## src/rtl/tour_pkg.sv

```systemverilog
// Shared constants, FSM state encoding and leg type for the tour command scheduler.
package tour_pkg;

  localparam logic [3:0] OP_MOVE         = 4'h4;
  localparam logic [3:0] OP_MOVE_FANFARE = 4'h5;

  localparam logic [7:0] HEAD_N = 8'h00;
  localparam logic [7:0] HEAD_W = 8'h3F;
  localparam logic [7:0] HEAD_S = 8'h7F;
  localparam logic [7:0] HEAD_E = 8'hBF;

  localparam logic [7:0] POS_ACK = 8'hA5;
  localparam logic [7:0] ACK     = 8'h5A;

  typedef enum logic [2:0] {
    IDLE,
    VERT,
    WAIT_V,
    HORZ,
    WAIT_H
  } state_t;

  typedef struct packed {
    logic [7:0] heading;
    logic [3:0] squares;
  } leg_t;

endpackage

```

## src/rtl/tour_move_decode.sv

```systemverilog
// Combinational knight-move decoder: one-hot move in, vertical and horizontal legs out.
// When several bits are set the lowest one is used; move == 0 gives two 0-square N legs.
module tour_move_decode
  import tour_pkg::*;
(
  input  logic [7:0] move,
  output leg_t       vert,
  output leg_t       horz
);

  logic [7:0] sel;

  genvar gi;
  generate
    for (gi = 0; gi < 8; gi++) begin : g_low
      if (gi == 0) begin : g_first
        assign sel[gi] = move[gi];
      end else begin : g_rest
        assign sel[gi] = move[gi] & ~(|move[gi-1:0]);
      end
    end
  endgenerate

  always_comb begin
    vert = '{heading: HEAD_N, squares: 4'd0};
    horz = '{heading: HEAD_N, squares: 4'd0};
    case (sel)
      8'h01: begin vert = '{HEAD_N, 4'd2}; horz = '{HEAD_W, 4'd1}; end
      8'h02: begin vert = '{HEAD_N, 4'd2}; horz = '{HEAD_E, 4'd1}; end
      8'h04: begin vert = '{HEAD_N, 4'd1}; horz = '{HEAD_W, 4'd2}; end
      8'h08: begin vert = '{HEAD_S, 4'd1}; horz = '{HEAD_W, 4'd2}; end
      8'h10: begin vert = '{HEAD_S, 4'd2}; horz = '{HEAD_W, 4'd1}; end
      8'h20: begin vert = '{HEAD_S, 4'd2}; horz = '{HEAD_E, 4'd1}; end
      8'h40: begin vert = '{HEAD_S, 4'd1}; horz = '{HEAD_E, 4'd2}; end
      8'h80: begin vert = '{HEAD_N, 4'd1}; horz = '{HEAD_E, 4'd2}; end
      default: ;
    endcase
  end

endmodule

```

## src/rtl/tour_cmd_sched.sv

```systemverilog
// Arbitrates cmd_proc between host pass-through and replay of a solved knight's tour.
// Define TOUR_FANFARE_EN to issue every horizontal leg with the fanfare opcode.
module tour_cmd_sched
  import tour_pkg::*;
#(
  parameter int NUM_MOVES = 24
) (
  input  logic        clk,
  input  logic        RST,
  input  logic        start_tour,
  input  logic [7:0]  move,
  output logic [4:0]  mv_indx,
  input  logic [15:0] cmd_UART,
  input  logic        cmd_rdy_UART,
  output logic        clr_cmd_rdy_UART,
  output logic [15:0] cmd,
  output logic        cmd_rdy,
  input  logic        clr_cmd_rdy,
  input  logic        send_resp,
  output logic [7:0]  resp
);

`ifdef TOUR_FANFARE_EN
  localparam logic [3:0] HORZ_OP = OP_MOVE_FANFARE;
`else
  localparam logic [3:0] HORZ_OP = OP_MOVE;
`endif

  localparam logic [4:0] LAST_INDX = 5'(NUM_MOVES - 1);

  state_t     state_reg, state_next;
  logic [4:0] mv_indx_reg, mv_indx_next;
  leg_t       vert_leg, horz_leg;
  logic       last_move;

  tour_move_decode u_decode (
    .move (move),
    .vert (vert_leg),
    .horz (horz_leg)
  );

  assign mv_indx   = mv_indx_reg;
  assign last_move = (mv_indx_reg == LAST_INDX);

  always_ff @(posedge clk or posedge RST) begin
    if (RST) begin
      state_reg   <= IDLE;
      mv_indx_reg <= 5'd0;
    end else begin
      state_reg   <= state_next;
      mv_indx_reg <= mv_indx_next;
    end
  end

  always_comb begin
    state_next       = state_reg;
    mv_indx_next     = mv_indx_reg;
    cmd              = {OP_MOVE, vert_leg};
    cmd_rdy          = 1'b0;
    clr_cmd_rdy_UART = 1'b0;
    resp             = POS_ACK;
    case (state_reg)
      IDLE: begin
        cmd              = cmd_UART;
        cmd_rdy          = cmd_rdy_UART;
        clr_cmd_rdy_UART = clr_cmd_rdy;
        resp             = ACK;
        // A pending host command is left untouched and resumes after the tour.
        if (start_tour) begin
          mv_indx_next = 5'd0;
          state_next   = VERT;
        end
      end
      VERT: begin
        cmd_rdy = 1'b1;
        if (clr_cmd_rdy) state_next = WAIT_V;
      end
      WAIT_V: begin
        if (send_resp) state_next = HORZ;
      end
      HORZ: begin
        cmd     = {HORZ_OP, horz_leg};
        cmd_rdy = 1'b1;
        if (clr_cmd_rdy) state_next = WAIT_H;
      end
      WAIT_H: begin
        cmd = {HORZ_OP, horz_leg};
        if (last_move) resp = ACK;
        if (send_resp) begin
          if (last_move) begin
            state_next = IDLE;
          end else begin
            mv_indx_next = mv_indx_reg + 5'd1;
            state_next   = VERT;
          end
        end
      end
      default: state_next = IDLE;
    endcase
  end

endmodule

```

## config.mk

```make
export PLATFORM = sky130hd
export DESIGN_NAME = tour_cmd_sched
export DESIGN_NICKNAME = d
export VERILOG_FILES = /design/src/rtl/tour_pkg.sv /design/src/rtl/tour_move_decode.sv /design/src/rtl/tour_cmd_sched.sv
export SDC_FILE = /design/constraint.sdc
export NUM_CORES = 1
export LEC_CHECK = 0
export CAP_MARGIN = 20
export CORE_ASPECT_RATIO = 0.7
export CORE_MARGIN = 2
export CORE_UTILIZATION = 30
export DETAILED_ROUTE_END_ITERATION = 8
export GPL_ROUTABILITY_DRIVEN = 0
export PLACE_DENSITY = 0.62
export SLEW_MARGIN = 25
export SYNTH_ARGS = -nofsm -noshare
export SYNTH_HDL_FRONTEND = slang
export SYNTH_HIERARCHICAL = 1
export SYNTH_SLANG_ARGS = --single-unit
```

## constraint.sdc

```tcl
create_clock -name clk -period 2.3 [get_ports clk]
set_input_delay 0.23 -clock clk [delete_from_list [all_inputs] [get_ports clk]]
set_output_delay 0.23 -clock clk [all_outputs]
set_load 0.005 [all_outputs]
```

==> flow_metrics.env, run 1 <==
export IMPL_outcome="complete, no violations"
export IMPL_drt_iter0_drc=74
export IMPL_synth_cells=168
export IMPL_power_switching_w=0.000808
export IMPL_cts_tree="built"
export IMPL_use_met2=0.247
export IMPL_cellPowerDensity_nw_per_um2=975
export IMPL_yosysWarnings=6
export IMPL_synth_main_ff_cell="dfrtp_1"
export IMPL_insertion_delay_ns=0.23
export IMPL_wl_per_cell_um=13.9
export IMPL_timing_rr_end="mv_indx[2]"
export IMPL_via_per_inst=5.14
export IMPL_ys_seq_area_frac=0.157
export IMPL_r2r_start="state_reg[2]"
export IMPL_power_total_w=0.00193
export IMPL_pwr_share_seq=0.125
export IMPL_yosys_area_share_xor_xnor=0.00686
export IMPL_chipWidth_um=82.0
export IMPL_start_util=0.320
export IMPL_grt_busiest_layer="met2"
export IMPL_grt_pass1_wl_mm=6.09
export IMPL_r2r_cells=3
export IMPL_synth_top_family_by_area="compound AO/OA/AOI/OAI gates"
export IMPL_ir_drop_mv=0.446
export IMPL_p_comb_frac=0.788
export IMPL_clkPwrFrac=0.087
export IMPL_cts_buffers=3
export IMPL_syn_avg_cell_area_um2=7.60
export IMPL_cp_arrival_ns=2.01
export IMPL_grt_max_degree=38
export IMPL_grt_usage=0.163
export IMPL_design_area_um2=1980
export IMPL_worst_endpoint_required_ns=2.07
export IMPL_period_needed_ns=2.24
export IMPL_synth_simple_area_share=0.199
export IMPL_clk_pin_slew_worst_paths_ns=0.04
export IMPL_clock_path_buffers=2
export IMPL_grt_use_met3=0.0368
export IMPL_yosysUniqueCellTypes=40
export IMPL_dp_cells=268
export IMPL_nNetsFinal=259
export IMPL_fmax_mhz=447
export IMPL_final_common_cell="clkdlybuf4s50_1"
export IMPL_antenna_found_initial=0
export IMPL_skew_ns=0.000573
export IMPL_hp_class="input pin to asynchronous set/reset pin"
export IMPL_layout_cells_non_filler=278
export IMPL_cap_violations=0
export IMPL_syn2layout_area_growth_pct=55.0
export IMPL_max_stage_delay_ns=0.46
export IMPL_synth_edf_count=0
export IMPL_fp_dieH_um=58.6
export IMPL_muxShareOfSynthArea=0.155
export IMPL_synthArstFlopShare=1.00
export IMPL_final_cell_mix="clkdlybuf4s50_1 (47), buf_4 (25), nand2_1 (21), o21ai_0 (12), a31oi_1 (12)"
export IMPL_critPathLaunchType="input pin"
export IMPL_ios=61
export IMPL_overflow=0
export IMPL_crit_type="input pin to output port"
export IMPL_synth_compound_area_frac=0.270
export IMPL_critPathMaxFanout=2
export IMPL_drive_gt1_frac=0.230
export IMPL_rows=19
export IMPL_min_period_over_period=0.973
export IMPL_cts_root_buf="clkbuf_8"
export IMPL_worstPathCellList="clkdlybuf4s50_1, or3_1, a21oi_1, nor2_1, mux2_2, o32ai_1, a31oi_1, dlygate4sd2_1"
export IMPL_grt_pass1_vias=1288
export IMPL_finalSetupViolations=0
export IMPL_clock_sinks=8
export IMPL_synth_seq_cells=8
export IMPL_syn_area_um2=1280
export IMPL_h_tree_depth=1
export IMPL_reg2reg_setup_slack_ns=0.76
export IMPL_p_sw_frac=0.419
export IMPL_firstDrtPassIters=5
export IMPL_use_met1=0.229
export IMPL_num_vias=1429
export IMPL_ctsHoldBuffers=0
export IMPL_coreArea_um2=3990
export IMPL_synth_fa_ha_area_frac=0.00980
export IMPL_p_leak_nw=0.828
export IMPL_die_area_um2=4800
export IMPL_drt_total_wl_mm=3.85
export IMPL_intPower_w=0.00112
export IMPL_drtAntennaViolNets=0
export IMPL_drc=0
export IMPL_cp_slowest_cell="clkdlybuf4s50_1"
export IMPL_endpoint_kind="output port"
export IMPL_port_buffers=60
export IMPL_slew_viol_final=0
export IMPL_placed_cell_area_um2=1860
export IMPL_diodes=0
export IMPL_largest_register_ffs=5
export IMPL_hold_violations=0
export IMPL_dpl_hpwl_mm=2.67
export IMPL_finalHoldWorstSlack_ns=0.254
-- area by class of cell --
| cell class | count | area [µm²] |
|---|---|---|
| Fill cell | 397 | 2020 |
| Timing Repair Buffer | 86 | 785 |
| Tap cell | 52 | 65.1 |
| Multi-Input combinational cell | 126 | 876 |
| Inverter | 3 | 11.3 |
| Sequential cell | 8 | 200 |
| Clock buffer | 3 | 41.3 |
-- worst max path at each step --
stage / from / to
CTS: move[4] / cmd[1]
global placement: move[3] / cmd[7]
detailed placement: move[3] / cmd[7]
floorplan: state_reg[1] / resp[2]
global route: move[0] / cmd[7]
finish: move[5] / cmd[11]
-- synthesized netlist by cell type (4+ instances only) --
library cell / instances / area, µm²
mux2i_1: 4 / 40.0
nand2_1: 21 / 78.8
dfrtp_1: 8 / 200
and2_1: 4 / 25.0
a31oi_1: 12 / 75.1
o32ai_1: 12 / 105
clkbuf_1: 5 / 18.8
buf_4: 24 / 180
nor2_1: 9 / 33.8
buf_2: 5 / 25.0
o21ai_0: 12 / 60.1
mux2_2: 11 / 124
-- stage by stage --
step | setup TNS [ns] | utilization | setup slack [ns]
3_5_place_dp | -1.21 | 0.466 | -0.173
6_report | 0 | 0.495 | 0.0619
2_1_floorplan | 0 | - | 0.630
5_1_grt | -0.0144 | 0.495 | -0.0144
4_1_cts | -0.122 | 0.484 | -0.122
3_3_place_gp | -1.05 | 0.466 | -0.140
-- cell families (layout without fill, tap and decap cells) --
group                      count (synthesis)  in the layout
AOI/OAI and AO/OA                         50             50
and+or+nand+nor                           50             50
buffers and inverters                     39             92
muxes                                     18             18
DFF                                        8              8
adders and majority gates                  1              1
other                                      1              6
xor gates and xnor gates                   1              1
-- routing by layer --
metal  vias to the layer above  wire (µm)
met5                         -          0
met4                         0         42
met3                         4        227
met2                        49       1800
met1                       664       1780
li1                        712          -
-- repair_timing --
item | in CTS | in global routing
setup buffers | 4 | 3
resized for setup | 16 | 13
endpoints found under the hold margin | 0 | 0
setup endpoints to repair | 10 | 12
pin swaps | 1 | 5
-- critical path: cells and delay by family --
kind | cells | cell delay (ns)
simple gates | 2 | 0.46
buf+inv | 2 | 0.73
compound gates | 3 | 0.33
mux | 1 | 0.26
-- power by group through the flow --
| stage | clock network (W) | logic, W | registers, W |
|---|---|---|---|
| 2_1_floorplan | 0 | 0.000892 | 0.000217 |
| 3_3_place_gp | 0 | 0.00159 | 0.000239 |
| 3_5_place_dp | 0 | 0.00159 | 0.000240 |
| 4_1_cts | 0.000174 | 0.00150 | 0.000239 |
| 5_1_grt | 0.000187 | 0.00166 | 0.000248 |
| 6_report | 0.000168 | 0.00152 | 0.000240 |
(Power assumes the default switching activity.)
==> run 2: changes to the inputs <==
--- a/config.mk
+++ b/config.mk
@@ -5,12 +5,12 @@
 export SDC_FILE = /design/constraint.sdc
 export NUM_CORES = 1
 export LEC_CHECK = 0
-export CAP_MARGIN = 20
 export CORE_ASPECT_RATIO = 0.7
 export CORE_MARGIN = 2
 export CORE_UTILIZATION = 30
 export DETAILED_ROUTE_END_ITERATION = 8
 export GPL_ROUTABILITY_DRIVEN = 0
+export HOLD_SLACK_MARGIN = 0.08
 export PLACE_DENSITY = 0.62
 export SLEW_MARGIN = 25
 export SYNTH_ARGS = -nofsm -noshare
==> constraint.sdc (replaced) <==
create_clock -name clk -period 2.07 [get_ports clk]
set_input_delay 0.207 -clock clk [delete_from_list [all_inputs] [get_ports clk]]
set_output_delay 0.207 -clock clk [all_outputs]
set_load 0.005 [all_outputs]
==> run 2 against run 1 <==
Compared with the run above:
- first-iteration DRC count fell by 36%
- via count grew 0.14%
- core utilization grew 3.4 points
- combinational power increased by 25%
- clock power up 13%
- die area stayed put
- global-route usage shrank 1.9 points
- sequential share of layout area down 0.65 points
- worst hold slack got worse by 0.024 ns
==> flow_metrics.env, run 2 (synthesis results as in run 1) <==
export IMPL_antenna_found_initial=0
export IMPL_drtAntennaViolNets=0
export IMPL_grt_usage=0.144
export IMPL_nNetsFinal=268
export IMPL_dp_cells=272
export IMPL_drt_iter0_drc=47
export IMPL_firstDrtPassIters=4
export IMPL_final_cell_mix="clkdlybuf4s50_1 (40), buf_4 (28), nand2_1 (21), o21ai_0 (12), a31oi_1 (12)"
export IMPL_syn2layout_area_growth_pct=65.7
export IMPL_clock_sinks=8
export IMPL_final_common_cell="clkdlybuf4s50_1"
export IMPL_finalHoldWorstSlack_ns=0.230
export IMPL_port_buffers=60
export IMPL_setup_ws_ns=0.0769
export IMPL_dpl_hpwl_mm=2.74
export IMPL_largest_register_ffs=5
export IMPL_via_per_inst=4.99
export IMPL_coreArea_um2=3990
export IMPL_drive_gt1_frac=0.294
export IMPL_ir_drop_mv=0.566
export IMPL_r2r_start="state_reg[1]"
export IMPL_clk_pin_slew_worst_paths_ns=0.04
export IMPL_h_tree_depth=1
export IMPL_rows=19
export IMPL_drc=0
export IMPL_slew_viol_final=0
export IMPL_period_needed_ns=1.99
export IMPL_drt_total_wl_mm=3.72
export IMPL_min_period_over_period=0.963
export IMPL_tns_ns=0
export IMPL_cp_arrival_ns=1.79
export IMPL_cts_buffers=3
export IMPL_p_leak_nw=0.904
export IMPL_worst_endpoint_required_ns=1.86
export IMPL_grt_pass1_wl_mm=5.44
export IMPL_cap_violations=0
export IMPL_wl_per_cell_um=12.9
export IMPL_overflow=0
export IMPL_insertion_delay_ns=0.23
export IMPL_cellPowerDensity_nw_per_um2=1110
export IMPL_endpoint_kind="output port"
export IMPL_crit_type="register to output port"
export IMPL_ctsHoldBuffers=0
export IMPL_layout_cells_non_filler=287
export IMPL_critPathMaxFanout=5
export IMPL_clock_path_buffers=2
export IMPL_fp_dieH_um=58.6
export IMPL_outcome="complete, no violations"
export IMPL_finalSetupViolations=0
export IMPL_ios=61
export IMPL_start_util=0.320
export IMPL_die_area_um2=4800
export IMPL_skew_ns=0.00124
export IMPL_fillers=387
export IMPL_cts_tree="built"
export IMPL_hp_class="input pin to asynchronous set/reset pin"
export IMPL_cts_root_buf="clkbuf_8"
export IMPL_place_ws_ns=-0.346
export IMPL_hold_violations=0
export IMPL_critPathLaunchType="register"
export IMPL_grt_pass1_vias=1169
export IMPL_diodes=0
export IMPL_fmax_mhz=502
export IMPL_num_vias=1431
export IMPL_chipWidth_um=82.0
export IMPL_grt_max_degree=22
export IMPL_critPathLaunch="mv_indx[1]"
==> run 2: worst paths after layout <==
| path | slack, ns | cells after the start | endpoint |
|---|---|---|---|
| max | 0.08 | 5 | resp[2] |
| min | 0.23 | 2 | mv_indx[2] |
| max reg2reg | 0.57 | 3 | mv_indx[2] |
| min reg2reg | 0.50 | 1 | mv_indx[4] |
| max in group asynchronous | 1.60 | 2 | mv_indx[4] |
| min in group clk | 0.50 | 1 | mv_indx[4] |
==> run 2: stage by stage <==
stage / instance area [µm²] / utilization / power, W
4_1_cts: 1970 / 0.493 / 0.00218
6_report: 2110 / 0.529 / 0.00235
5_1_grt: 2110 / 0.529 / 0.00256
2_1_floorplan: 1290 / - / 0.00123
3_5_place_dp: 1890 / 0.473 / 0.00211
3_3_place_gp: 1890 / 0.473 / 0.00211
==> run 2: final cells by class <==
| cell class | instances | area [µm²] | area share |
|---|---|---|---|
| multi-input cells | 126 | 911 | 0.431 |
| repair buffers | 95 | 886 | 0.419 |
| flip-flops and latches | 8 | 200 | 0.0947 |
| well taps | 52 | 65.1 | 0.0308 |
| clock buffers | 3 | 41.3 | 0.0195 |
| inverters | 3 | 11.3 | 0.00533 |
==> run 2: critical path: stages, from the launching register on <==
cell	delay, ns
dfrtp_1	0.44
ha_4	0.18
nand4b_1	0.14
a21oi_2	0.23
inv_1	0.11
clkdlybuf4s50_1	0.46
==> run 2: what timing repair did <==
action / in CTS / in global routing
resized for setup: 37 / 23
endpoints found under the setup margin: 12 / 22
pin swaps: 4 / 8
setup buffers: 4 / 8
==> run 2: routing by layer <==
metal,share of wire,up-vias,GRT usage
li1,-,738,-
met1,0.50,653,0.209
met2,0.44,36,0.223
met3,0.047,4,0.0261
met4,0.0078,0,0.0286
met5,0,-,0
==> run 2: power by group <==
part	internal (W)	total, W	switching, W
Combinational	0.00108	0.00190	0.000826
Clock	0.000126	0.000189	0.0000633
Sequential	0.000204	0.000260	0.0000569
Total	0.00141	0.00235	0.000946
